[src/rtl/mii_gen_defs.sv]
// Shared definitions for the MII/GMII frame generator: state encodings,
// framing constants and the byte-wide reflected CRC-32 step.
package mii_gen_defs;

    typedef enum logic [2:0] {
        ST_IDLE,
        ST_PRE,
        ST_SFD,
        ST_DATA,
        ST_FCS,
        ST_IFG
    } gen_state_t;

    localparam logic [7:0]  PREAMBLE_BYTE = 8'h55;
    localparam logic [7:0]  SFD_BYTE      = 8'hD5;
    localparam logic [31:0] CRC_INIT      = 32'hFFFFFFFF;
    localparam logic [31:0] CRC_POLY      = 32'h04C11DB7;
    localparam logic        MODE_MII      = 1'b0;
    localparam logic        MODE_GMII     = 1'b1;

    // One byte of the LSB-first CRC: data enters at bit 0, poly is bit-reversed.
    function automatic logic [31:0] crc32_d8(input logic [31:0] crc, input logic [7:0] data);
        logic [31:0] c;
        logic [31:0] poly_r;
        for (int i = 0; i < 32; i++) poly_r[i] = CRC_POLY[31-i];
        c = crc ^ {24'h0, data};
        for (int i = 0; i < 8; i++) c = c[0] ? ((c >> 1) ^ poly_r) : (c >> 1);
        return c;
    endfunction

endpackage

[src/rtl/mac_crc32_d8.sv]
// Byte-wide IEEE 802.3 CRC-32 register; crc_out is the complemented value
// ready to go on the wire least-significant byte first.
module mac_crc32_d8
    import mii_gen_defs::*;
(
    input  logic        Tx_clk,
    input  logic        reset,
    input  logic        init,
    input  logic        en,
    input  logic [7:0]  data,
    output logic [31:0] crc_out
);

    logic [31:0] crc;

    always_ff @(posedge Tx_clk or posedge reset) begin
        if (reset)      crc <= CRC_INIT;
        else if (init)  crc <= CRC_INIT;
        else if (en)    crc <= crc32_d8(crc, data);
    end

    assign crc_out = ~crc;

endmodule

[src/rtl/mii_frame_gen.sv]
// MII/GMII transmit frame generator: preamble, SFD, counting payload, FCS, IFG.
// Optional MII_GEN_ERR_INJ_EN adds err_inj/err_pos to strobe Tx_er on one payload byte.
module mii_frame_gen
    import mii_gen_defs::*;
#(
    parameter int IFG_BYTES = 12,
    parameter int PRE_BYTES = 7,
    parameter int LEN_W     = 16
) (
    input  logic             Tx_clk,
    input  logic             reset,
    input  logic             mode,
    input  logic             start,
    input  logic [LEN_W-1:0] frm_len,
    input  logic [LEN_W-1:0] frm_num,
    input  logic [7:0]       pat_seed,
`ifdef MII_GEN_ERR_INJ_EN
    input  logic             err_inj,
    input  logic [LEN_W-1:0] err_pos,
`endif
    output logic             Tx_en,
    output logic             Tx_er,
    output logic [7:0]       Txd,
    output logic             busy,
    output logic             done,
    output logic [LEN_W-1:0] frm_cnt
);

    gen_state_t       state, state_nxt;
    logic [LEN_W-1:0] cnt, cnt_nxt;
    logic [LEN_W-1:0] frm_cnt_nxt;
    logic             done_nxt;
    logic             nib;
    logic             mode_r;
    logic [LEN_W-1:0] len_r, num_r;
    logic [7:0]       seed_r;
    logic [7:0]       cur_byte;
    logic             tx_on, er_nxt;
    logic             crc_init, crc_en;
    logic [31:0]      crc_out;
    logic             accept, adv;

    assign busy   = (state != ST_IDLE);
    assign accept = start && !busy && (frm_len != '0) && (frm_num != '0);
    // A byte time ends every cycle in GMII, every second cycle in MII.
    assign adv    = (mode_r == MODE_GMII) || nib;

    mac_crc32_d8 u_crc (
        .Tx_clk  (Tx_clk),
        .reset   (reset),
        .init    (crc_init),
        .en      (crc_en),
        .data    (cur_byte),
        .crc_out (crc_out)
    );

    always_comb begin
        state_nxt   = state;
        cnt_nxt     = cnt;
        frm_cnt_nxt = frm_cnt;
        done_nxt    = 1'b0;
        cur_byte    = 8'h00;
        tx_on       = 1'b0;
        crc_init    = 1'b0;
        crc_en      = 1'b0;
        case (state)
            ST_IDLE: begin
                if (accept) begin
                    state_nxt   = ST_PRE;
                    cnt_nxt     = '0;
                    frm_cnt_nxt = '0;
                end
            end
            ST_PRE: begin
                cur_byte = PREAMBLE_BYTE;
                tx_on    = 1'b1;
                if (adv) begin
                    if (cnt == LEN_W'(PRE_BYTES - 1)) begin
                        state_nxt = ST_SFD;
                        cnt_nxt   = '0;
                    end else begin
                        cnt_nxt = cnt + LEN_W'(1);
                    end
                end
            end
            ST_SFD: begin
                cur_byte = SFD_BYTE;
                tx_on    = 1'b1;
                crc_init = 1'b1;
                if (adv) state_nxt = ST_DATA;
            end
            ST_DATA: begin
                cur_byte = seed_r + cnt[7:0];
                tx_on    = 1'b1;
                crc_en   = adv;
                if (adv) begin
                    if (cnt == len_r - LEN_W'(1)) begin
                        state_nxt = ST_FCS;
                        cnt_nxt   = '0;
                    end else begin
                        cnt_nxt = cnt + LEN_W'(1);
                    end
                end
            end
            ST_FCS: begin
                cur_byte = crc_out[{cnt[1:0], 3'b000} +: 8];
                tx_on    = 1'b1;
                if (adv) begin
                    if (cnt[1:0] == 2'd3) begin
                        state_nxt   = ST_IFG;
                        cnt_nxt     = '0;
                        frm_cnt_nxt = frm_cnt + LEN_W'(1);
                    end else begin
                        cnt_nxt = cnt + LEN_W'(1);
                    end
                end
            end
            ST_IFG: begin
                if (adv) begin
                    if (cnt == LEN_W'(IFG_BYTES - 1)) begin
                        cnt_nxt = '0;
                        if (frm_cnt == num_r) begin
                            state_nxt = ST_IDLE;
                            done_nxt  = 1'b1;
                        end else begin
                            state_nxt = ST_PRE;
                        end
                    end else begin
                        cnt_nxt = cnt + LEN_W'(1);
                    end
                end
            end
            default: state_nxt = ST_IDLE;
        endcase
    end

    always_ff @(posedge Tx_clk or posedge reset) begin
        if (reset) begin
            state   <= ST_IDLE;
            cnt     <= '0;
            nib     <= 1'b0;
            frm_cnt <= '0;
            done    <= 1'b0;
            mode_r  <= MODE_MII;
            len_r   <= '0;
            num_r   <= '0;
            seed_r  <= '0;
        end else begin
            state   <= state_nxt;
            cnt     <= cnt_nxt;
            frm_cnt <= frm_cnt_nxt;
            done    <= done_nxt;
            nib     <= (state != ST_IDLE) && (mode_r == MODE_MII) && !nib;
            if (accept) begin
                mode_r <= mode;
                len_r  <= frm_len;
                num_r  <= frm_num;
                seed_r <= pat_seed;
            end
        end
    end

`ifdef MII_GEN_ERR_INJ_EN
    logic             err_r;
    logic [LEN_W-1:0] errp_r;

    always_ff @(posedge Tx_clk or posedge reset) begin
        if (reset) begin
            err_r  <= 1'b0;
            errp_r <= '0;
        end else if (accept) begin
            err_r  <= err_inj;
            errp_r <= err_pos;
        end
    end

    // An err_pos beyond the payload never matches cnt, so nothing is flagged.
    assign er_nxt = err_r && (state == ST_DATA) && (cnt == errp_r);
`else
    assign er_nxt = 1'b0;
`endif

    // Wire outputs lag the state by one cycle; MII sends the low nibble first.
    always_ff @(posedge Tx_clk or posedge reset) begin
        if (reset) begin
            Tx_en <= 1'b0;
            Tx_er <= 1'b0;
            Txd   <= 8'h00;
        end else begin
            Tx_en <= tx_on;
            Tx_er <= er_nxt;
            Txd   <= (mode_r == MODE_GMII) ? cur_byte
                   : {4'h0, (nib ? cur_byte[7:4] : cur_byte[3:0])};
        end
    end

endmodule

[config.mk]
export PLATFORM = sky130hd
export DESIGN_NAME = mii_frame_gen
export DESIGN_NICKNAME = d
export VERILOG_FILES = /design/src/rtl/mii_gen_defs.sv /design/src/rtl/mac_crc32_d8.sv /design/src/rtl/mii_frame_gen.sv
export SDC_FILE = /design/constraint.sdc
export NUM_CORES = 1
export LEC_CHECK = 0
export ABC_AREA = 1
export CORE_ASPECT_RATIO = 0.7
export CORE_MARGIN = 2
export CORE_UTILIZATION = 55
export DETAILED_ROUTE_END_ITERATION = 8
export HOLD_SLACK_MARGIN = 0.1
export PLACE_DENSITY = 0.83
export SYNTH_ARGS = -nofsm -noshare
export SYNTH_HDL_FRONTEND = slang
export SYNTH_HIERARCHICAL = 1
export SYNTH_SLANG_ARGS = --single-unit
[constraint.sdc]
create_clock -name Tx_clk -period 4.7 [get_ports Tx_clk]
set_clock_uncertainty 0.2 [all_clocks]
set_input_delay 0.47 -clock Tx_clk [delete_from_list [all_inputs] [get_ports Tx_clk]]
set_output_delay 0.47 -clock Tx_clk [all_outputs]
set_load 0.02 [all_outputs]
==> After elaboration in Yosys (flattened, before gate mapping) <==
Index checks and enable logic that the tools add are counted.
{ "totals": {"reg_bits": 119, "latch_bits": 0, "ramBits": 0, "rom_bits": 0, "in_bits": 44, "output_inout_bits": 28, "memories": 0} }
{ "op_classes": {"add_sub_neg": 4, "multipliers": 0, "div_mod_pow": 0, "magnitude_cmp": 0, "eq_ne": 20, "n_shift": 1, "n_mux": 45, "bitwise_logic": 11, "n_reduce_logical": 19} }
{ "ops": {"columns": ["op", "count"], "rows": [
  ["$mux 32", 10],
  ["$mux 16", 11],
  ["$not 13->14", 8],
  ["$pmux 16 s5", 1],
  ["$add 16x1->16 const B", 2],
  ["$eq 16x16->1", 2],
  ["$not 32->32", 1],
  ["$pmux 16 s2", 1],
  ["$pmux 8 s4", 1],
  ["$reduce_bool 16->1", 2],
  ["$shiftx 32x6->8", 1],
  ["$xor 32x8->32", 1],
  ["$mux 3", 10],
  ["$ne 2x2->1 const B", 10],
  ["$pmux 3 s6", 1],
  ["$eq 16x3->1 const B", 1],
  ["$eq 16x4->1 const B", 1],
  ["$sub 16x1->16 const B", 1],
  ["$reduce_and 10->1", 1],
  ["$add 8x8->8", 1],
  ["$mux 1", 8],
  ["$mux 8", 1],
  ["$eq 3x2->1 const B", 2],
  ["$eq 3x3->1 const B", 2],
  ["other kinds (14)", 20]
]} }

==> Depth between registers and ports, before layout <==
{ "logic_depth": {"word_depth": 22, "depth_mapped": 22, "mapped_depth_nobuf": 22} }

==> By module <==
The synthesis kept the hierarchy.
{ "by_module_without_submodules": {"columns": ["mod", "instances", "cells_per_inst", "area_per_inst_um2", "seq_area_each_um2"], "rows": [
  ["mii_frame_gen", 1, 816, 6003.3, 2177.1],
  ["mac_crc32_d8", 1, 383, 2509.9, 840.8]
]} }

==> Least setup slack after synthesis <==
Ideal clock, no wire load.
{ "synth_path": {"path_type": "reg2reg", "startpoint": "reg cnt[2]", "endpoint": "reg u_crc.crc[26]", "arrival_time_ns": 2.683, "required_ns": 4.424, "setup_slack_ns": 1.741, "stages_incl_launch_ff": 19, "path_buffers": 0, "synth_period_minus_slack_ns": 2.959, "path_cell_list": "dfrtp_1 > ha_1 > a21oi_1 > nand2_1 > nand2_1 > nand2_1 > a21oi_1 > o21ai_0 > or2_2 > nand3_1 > nand2_1 > xnor2_1 > nand2_1 > nand2_2 > nand2_1 > nand2_2 > nor2_1 > o21ai_1 > inv_1"} }
{ "synth_via": {"elab_cells_between_ends": 19} }
{ "synth_rtl": {"columns": ["element", "line_no", "text"], "rows": [
  ["from (decl)", "mii_frame_gen.sv:30", "logic [LEN_W-1:0] cnt, cnt_nxt;"],
  ["from (signal assigned)", "mii_frame_gen.sv:150", "cnt <= cnt_nxt;"],
  ["$add 8x8->8 (*)", "mii_frame_gen.sv:93", "cur_byte = seed_r + cnt[7:0];"],
  ["$pmux 8 s4 (*)", "mii_frame_gen.sv:66", "case (state)"],
  ["via cur_byte[7]", "mii_frame_gen.sv:37", "logic [7:0] cur_byte;"],
  ["$xor 32x8->32 (*)", "mii_gen_defs.sv:26", "c = crc ^ {24'h0, data};"],
  ["$mux 32 (*)", "mii_gen_defs.sv:27", "for (int i = 0; i < 8; i++) c = c[0] ? ((c >> 1) ^ poly_r) : (c >> 1);"],
  ["$not 13->14 (no line)", null, null],
  ["$mux 32 (*) (7 in a row)", "mii_gen_defs.sv:27", null],
  ["$mux 32 (*)", "mac_crc32_d8.sv:19", "else if (en) crc <= crc32_d8(crc, data);"],
  ["$mux 32 (*)", "mac_crc32_d8.sv:18", "else if (init) crc <= CRC_INIT;"],
  ["to (signal assigned)", "mac_crc32_d8.sv:19", null],
  ["to (decl)", "mac_crc32_d8.sv:14", "logic [31:0] crc;"]
]} }
The timed path passes the listed nets; every way through them passes the cells marked *. The select of a mux whose other input is x is not followed.
A chain may end at the register's enable or synchronous reset.

==> Worst setup path in the final report <==
{ "layout_path": {"startpoint": "reg cnt[0]", "endpoint": "reg u_crc.crc[26]"} }
{ "layout_via": {"elab_cells_between_ends": 20} }
{ "layout_rtl": {"columns": ["element", "line_no"], "rows": [
  ["$shiftx 32x6->8 or $add 8x8->8 (tied branches)", "mii_frame_gen.sv:106, mii_frame_gen.sv:93"],
  ["$pmux 8 s4 (*)", "mii_frame_gen.sv:66"],
  ["via cur_byte[6]", "mii_frame_gen.sv:37"],
  ["$xor 32x8->32 (*)", "mii_gen_defs.sv:26"],
  ["$not 13->14 (no line)", null],
  ["$mux 32 (*) (7 in a row)", "mii_gen_defs.sv:27"],
  ["$not 13->14 (no line)", null],
  ["$mux 32 (*)", "mii_gen_defs.sv:27"],
  ["$mux 32 (*)", "mac_crc32_d8.sv:19"],
  ["$mux 32 (*)", "mac_crc32_d8.sv:18"]
]} }
Marked as above.

==> qor.csv <==
stage;metric;value;unit
status;status;completed;
cells_and_area;fin_nets;1324;
logic_synthesis;synth_edf_count;0;
floorplanning;rows;38;
critical_path;crit_buf_inv;2;
place;port_buffers;70;
power_and_ir_drop;leakage;4.951;nW
hold_path;min-delay-path-class;reg2reg;
logic_synthesis;synth_flop_cell;dfrtp_1;
critical_path;cp-start-kind;register;
critical_path;r2r-end;u_crc/crc[26];
cts;clk_pin_slew;0.06;ns
power_and_ir_drop;finalPower;7.630;mW
critical_path;endpoint_kind;register;
timing;finalMaxSlewViolations;0;
critical_path;worstPathRequired;4.85;ns
global_route;grt.overflow.total;0;
global_route;grt_max_degree;74;
cells_and_area;multi_input_area;0.004624;mm²
detailed_routing;drc_errors;0;
critical_path;crit_chain;ha_1 -> fa_1 -> a31oi_1 -> nor2_1 -> nor2_1 -> nor2_1 -> o21ai_0 -> nand3b_1 -> nand2_1 -> nand2_1 -> nand2_1 -> nand2_1 -> nand2_4 -> inv_2 -> nand2_1 -> nand2_2 -> nand2_1 -> nand2_1 -> o21ai_1 -> inv_1;
hold_path;holdPathEnd;u_crc/crc[5];
cells_and_area;seqCellArea;0.003018;mm²
logic_synthesis;synthArstFlopShare;100.0;%
critical_path;crit_fanout;22;
floorplanning;initial_core_util;55.61;%
detailed_routing;wl_per_cell;16.49;µm
cts;cts_tree;built;
global_route;grt_pass1_wl;39.59;mm
hold_path;hold-path-cell-count;2;
hold_path;holdCritStartpoint;u_crc/crc[5];
detailed_routing;first_pass_iters;6;
timing;max_slew_margin;30.07;%
detailed_routing;finalWirelength;24.40;mm
cells_and_area;final_cell_mix;nand2_1 (317), inv_1 (175), nor2_1 (98), dfrtp_1 (87), nand3_1 (87);
cts;postCtsSetupBuffers;0;
global_route;track_usage;30.37;%
floorplanning;dieArea;0.01651;mm²
logic_synthesis;synth_fp_nets;1256;
logic_synthesis;synthesis.area;0.008513;mm²
cts;clkLatencyLatePin;0.43;ns
critical_path;arrival;4.05;ns
timing;period_minus_slack;3.901;ns
logic_synthesis;ys_ff_latch;119;
logic_synthesis;ys_warn_count;6;
timing;fin_setup_tns;0;ns
cells_and_area;syn_to_final_growth;18.08;%
logic_synthesis;yosysSeqAreaShare;35.45;%
global_route;first_global_vias;7844;
timing;period_share;83.01;%
timing;hold_viol_final;0;
logic_synthesis;synth_compound_gate_area_share;9.083;%
critical_path;worst-setup-path-type;reg2reg;
floorplanning;core_area;0.01531;mm²
cts;cts_resized;0;
timing;max_freq;256.3;MHz
logic_synthesis;synth_xor_xnor_area_share;8.407;%
logic_synthesis;synth_mux_area_share;1.720;%
cells_and_area;drive_gt1_share;12.11;%
logic_synthesis;synth-simple-area-share;33.07;%
logic_synthesis;syn_avg_cell_area;7.100;µm²
power_and_ir_drop;power_density;759.1;mW/mm²
cts;cts.sink_count;119;
floorplanning;io_pins;72;
critical_path;worstSetupStartpoint;cnt[0];
critical_path;reg2reg_slack;0.80;ns
global_route;grt_antenna_before_repair;0;
detailed_routing;antenna_left;0;
cts;cts_root_buffer;clkbuf_16;
detailed_routing;num_vias;8407;
timing;rsz0062_at_grt;no;
floorplanning;die_w;152.7;µm
place;place_congestion;1.015;
place;dp_hpwl;17.52;mm
timing;finalSetupViolations;0;
cells_and_area;antenna_cells;0;
critical_path;critPathTopFamily;simple AND/OR/NAND/NOR gates;
cells_and_area;fill_cells;1293;
critical_path;path_common_cell;nand2_1;
logic_synthesis;synth_top_family_by_area;simple AND/OR/NAND/NOR gates;
cells_and_area;final_common_cell;nand2_1;
critical_path;r2r-start;cnt[0];
critical_path;ff2ff_path_depth;20;
logic_synthesis;synthAdderAreaFrac;1.999;%
logic_synthesis;postSynthCellCount;1199;
cts;cts_max_path_buffers;2;
logic_synthesis;synth_cell_types;54;
cts;ctsHoldBuffers;0;
critical_path;slowest_delay;0.64;ns
detailed_routing;initialDrtViolationCount;986;
run;maxCapViolCount;0;
detailed_routing;vias_per_cell;5.680;
critical_path;slowest_stage;dfrtp_1;
power_and_ir_drop;ir_worst_vdd;0.3217;mV
floorplanning;die_h;108.1;µm
cts;cts_buffers;17;
cts;htree_levels;4;
timing;worst_slew_pin_slew;1.048;ns
## where the power goes
part	total (mW)	switching (mW)	internal, mW
Clock	1.58	0.515	1.07
Sequential	1.80	0.362	1.43
Combinational	4.25	2.85	1.41
## cell families after synthesis
logic type / Yosys count
simple gates: 616
buf+inv: 216
flops: 119
fa+ha+maj: 13
compound gates: 141
other cells: 1
mux: 13
xor+xnor: 80
## state kept, by name (all words and copies together) (netlist names)
register,flops
u_crc/crc,32
cnt,16
frm_cnt,16
len_r,16
num_r,16
Txd,8
seed_r,8
state,3
Tx_en,1
done,1
mode_r,1
nib,1
## Yosys cell counts, types with 2 or more instances
cell type,number,area share (%)
nand2_1,317,14
inv_1,176,7.8
nor2_1,98,4.3
dfrtp_1,87,26
nand3_1,87,5.1
o21ai_0,61,3.6
xor2_1,50,5.1
dfstp_2,32,9.9
a21oi_1,31,1.8
nand2_2,28,2.1
xnor2_1,28,2.9
nand4_1,25,1.8
o22ai_1,20,1.5
o21ai_1,16,0.94
clkbuf_1,14,0.62
nor3_1,14,0.82
mux2_2,13,1.7
ha_1,12,1.8
inv_2,11,0.49
nor2_2,8,0.59
nor4_1,8,0.59
nand2_4,6,0.79
nand3b_1,6,0.53
nor2_4,6,0.79
buf_4,4,0.35
buf_6,3,0.40
a21oi_2,2,0.21
a221o_1,2,0.24
a31oi_1,2,0.15
and2_1,2,0.15
and3_1,2,0.15
buf_2,2,0.12
clkinv_1,2,0.088
nand3_2,2,0.24
nand3_4,2,0.41
or2_2,2,0.15
## how the worst max path moves through the flow
| stage | end | slack (ns) | cells past startpoint |
|---|---|---|---|
| floorplan | u_crc/crc[26] | 1.74 | 18 |
| global route | u_crc/crc[26] | 0.47 | 18 |
| finish | u_crc/crc[26] | 0.80 | 20 |
| global placement | u_crc/crc[26] | 1.04 | 20 |
| CTS | u_crc/crc[26] | 0.96 | 21 |
| detailed placement | u_crc/crc[26] | 0.98 | 21 |
## area by class of cell
cell class / instances / area share, %
multi-input combinational: 864 / 46.00
sequential: 119 / 30.02
clock inverter: 14 / 2.639
timing repair buffer: 75 / 7.344
inverter: 190 / 7.132
clock buffer: 18 / 4.369
tap: 200 / 2.489
## tightest hold or removal path, delay by kind of cell (launching register included)
kind / cells / cell delay (ns)
and+or+nand+nor: 2 / 0.11
DFF: 1 / 0.38
## per-layer routing
metal	track usage [%]	share of wire [%]	up-vias
li1	-	-	3938
met1	43.33	45	3941
met2	44.49	42	465
met3	8.337	11	63
met4	10.91	2.2	0
met5	0	0	-
## stage by stage
stage | cell area, µm² | util (%) | std cells | setup slack [ns] | hold WS (ns)
after floorplan | 8513 | - | 1199 | 1.741 | 0.2536
after global placement | 9348 | 61.06 | 1448 | 1.037 | 0.2736
after detailed placement | 9348 | 61.06 | 1448 | 0.9845 | 0.2791
after CTS | 10050 | 65.66 | 1480 | 0.9555 | 0.2855
after global routing | 10050 | 65.66 | 1480 | 0.4688 | 0.3110
final | 10050 | 65.66 | 1480 | 0.7986 | 0.2866
No activity file was read; power rests on OpenSTA's default activity.
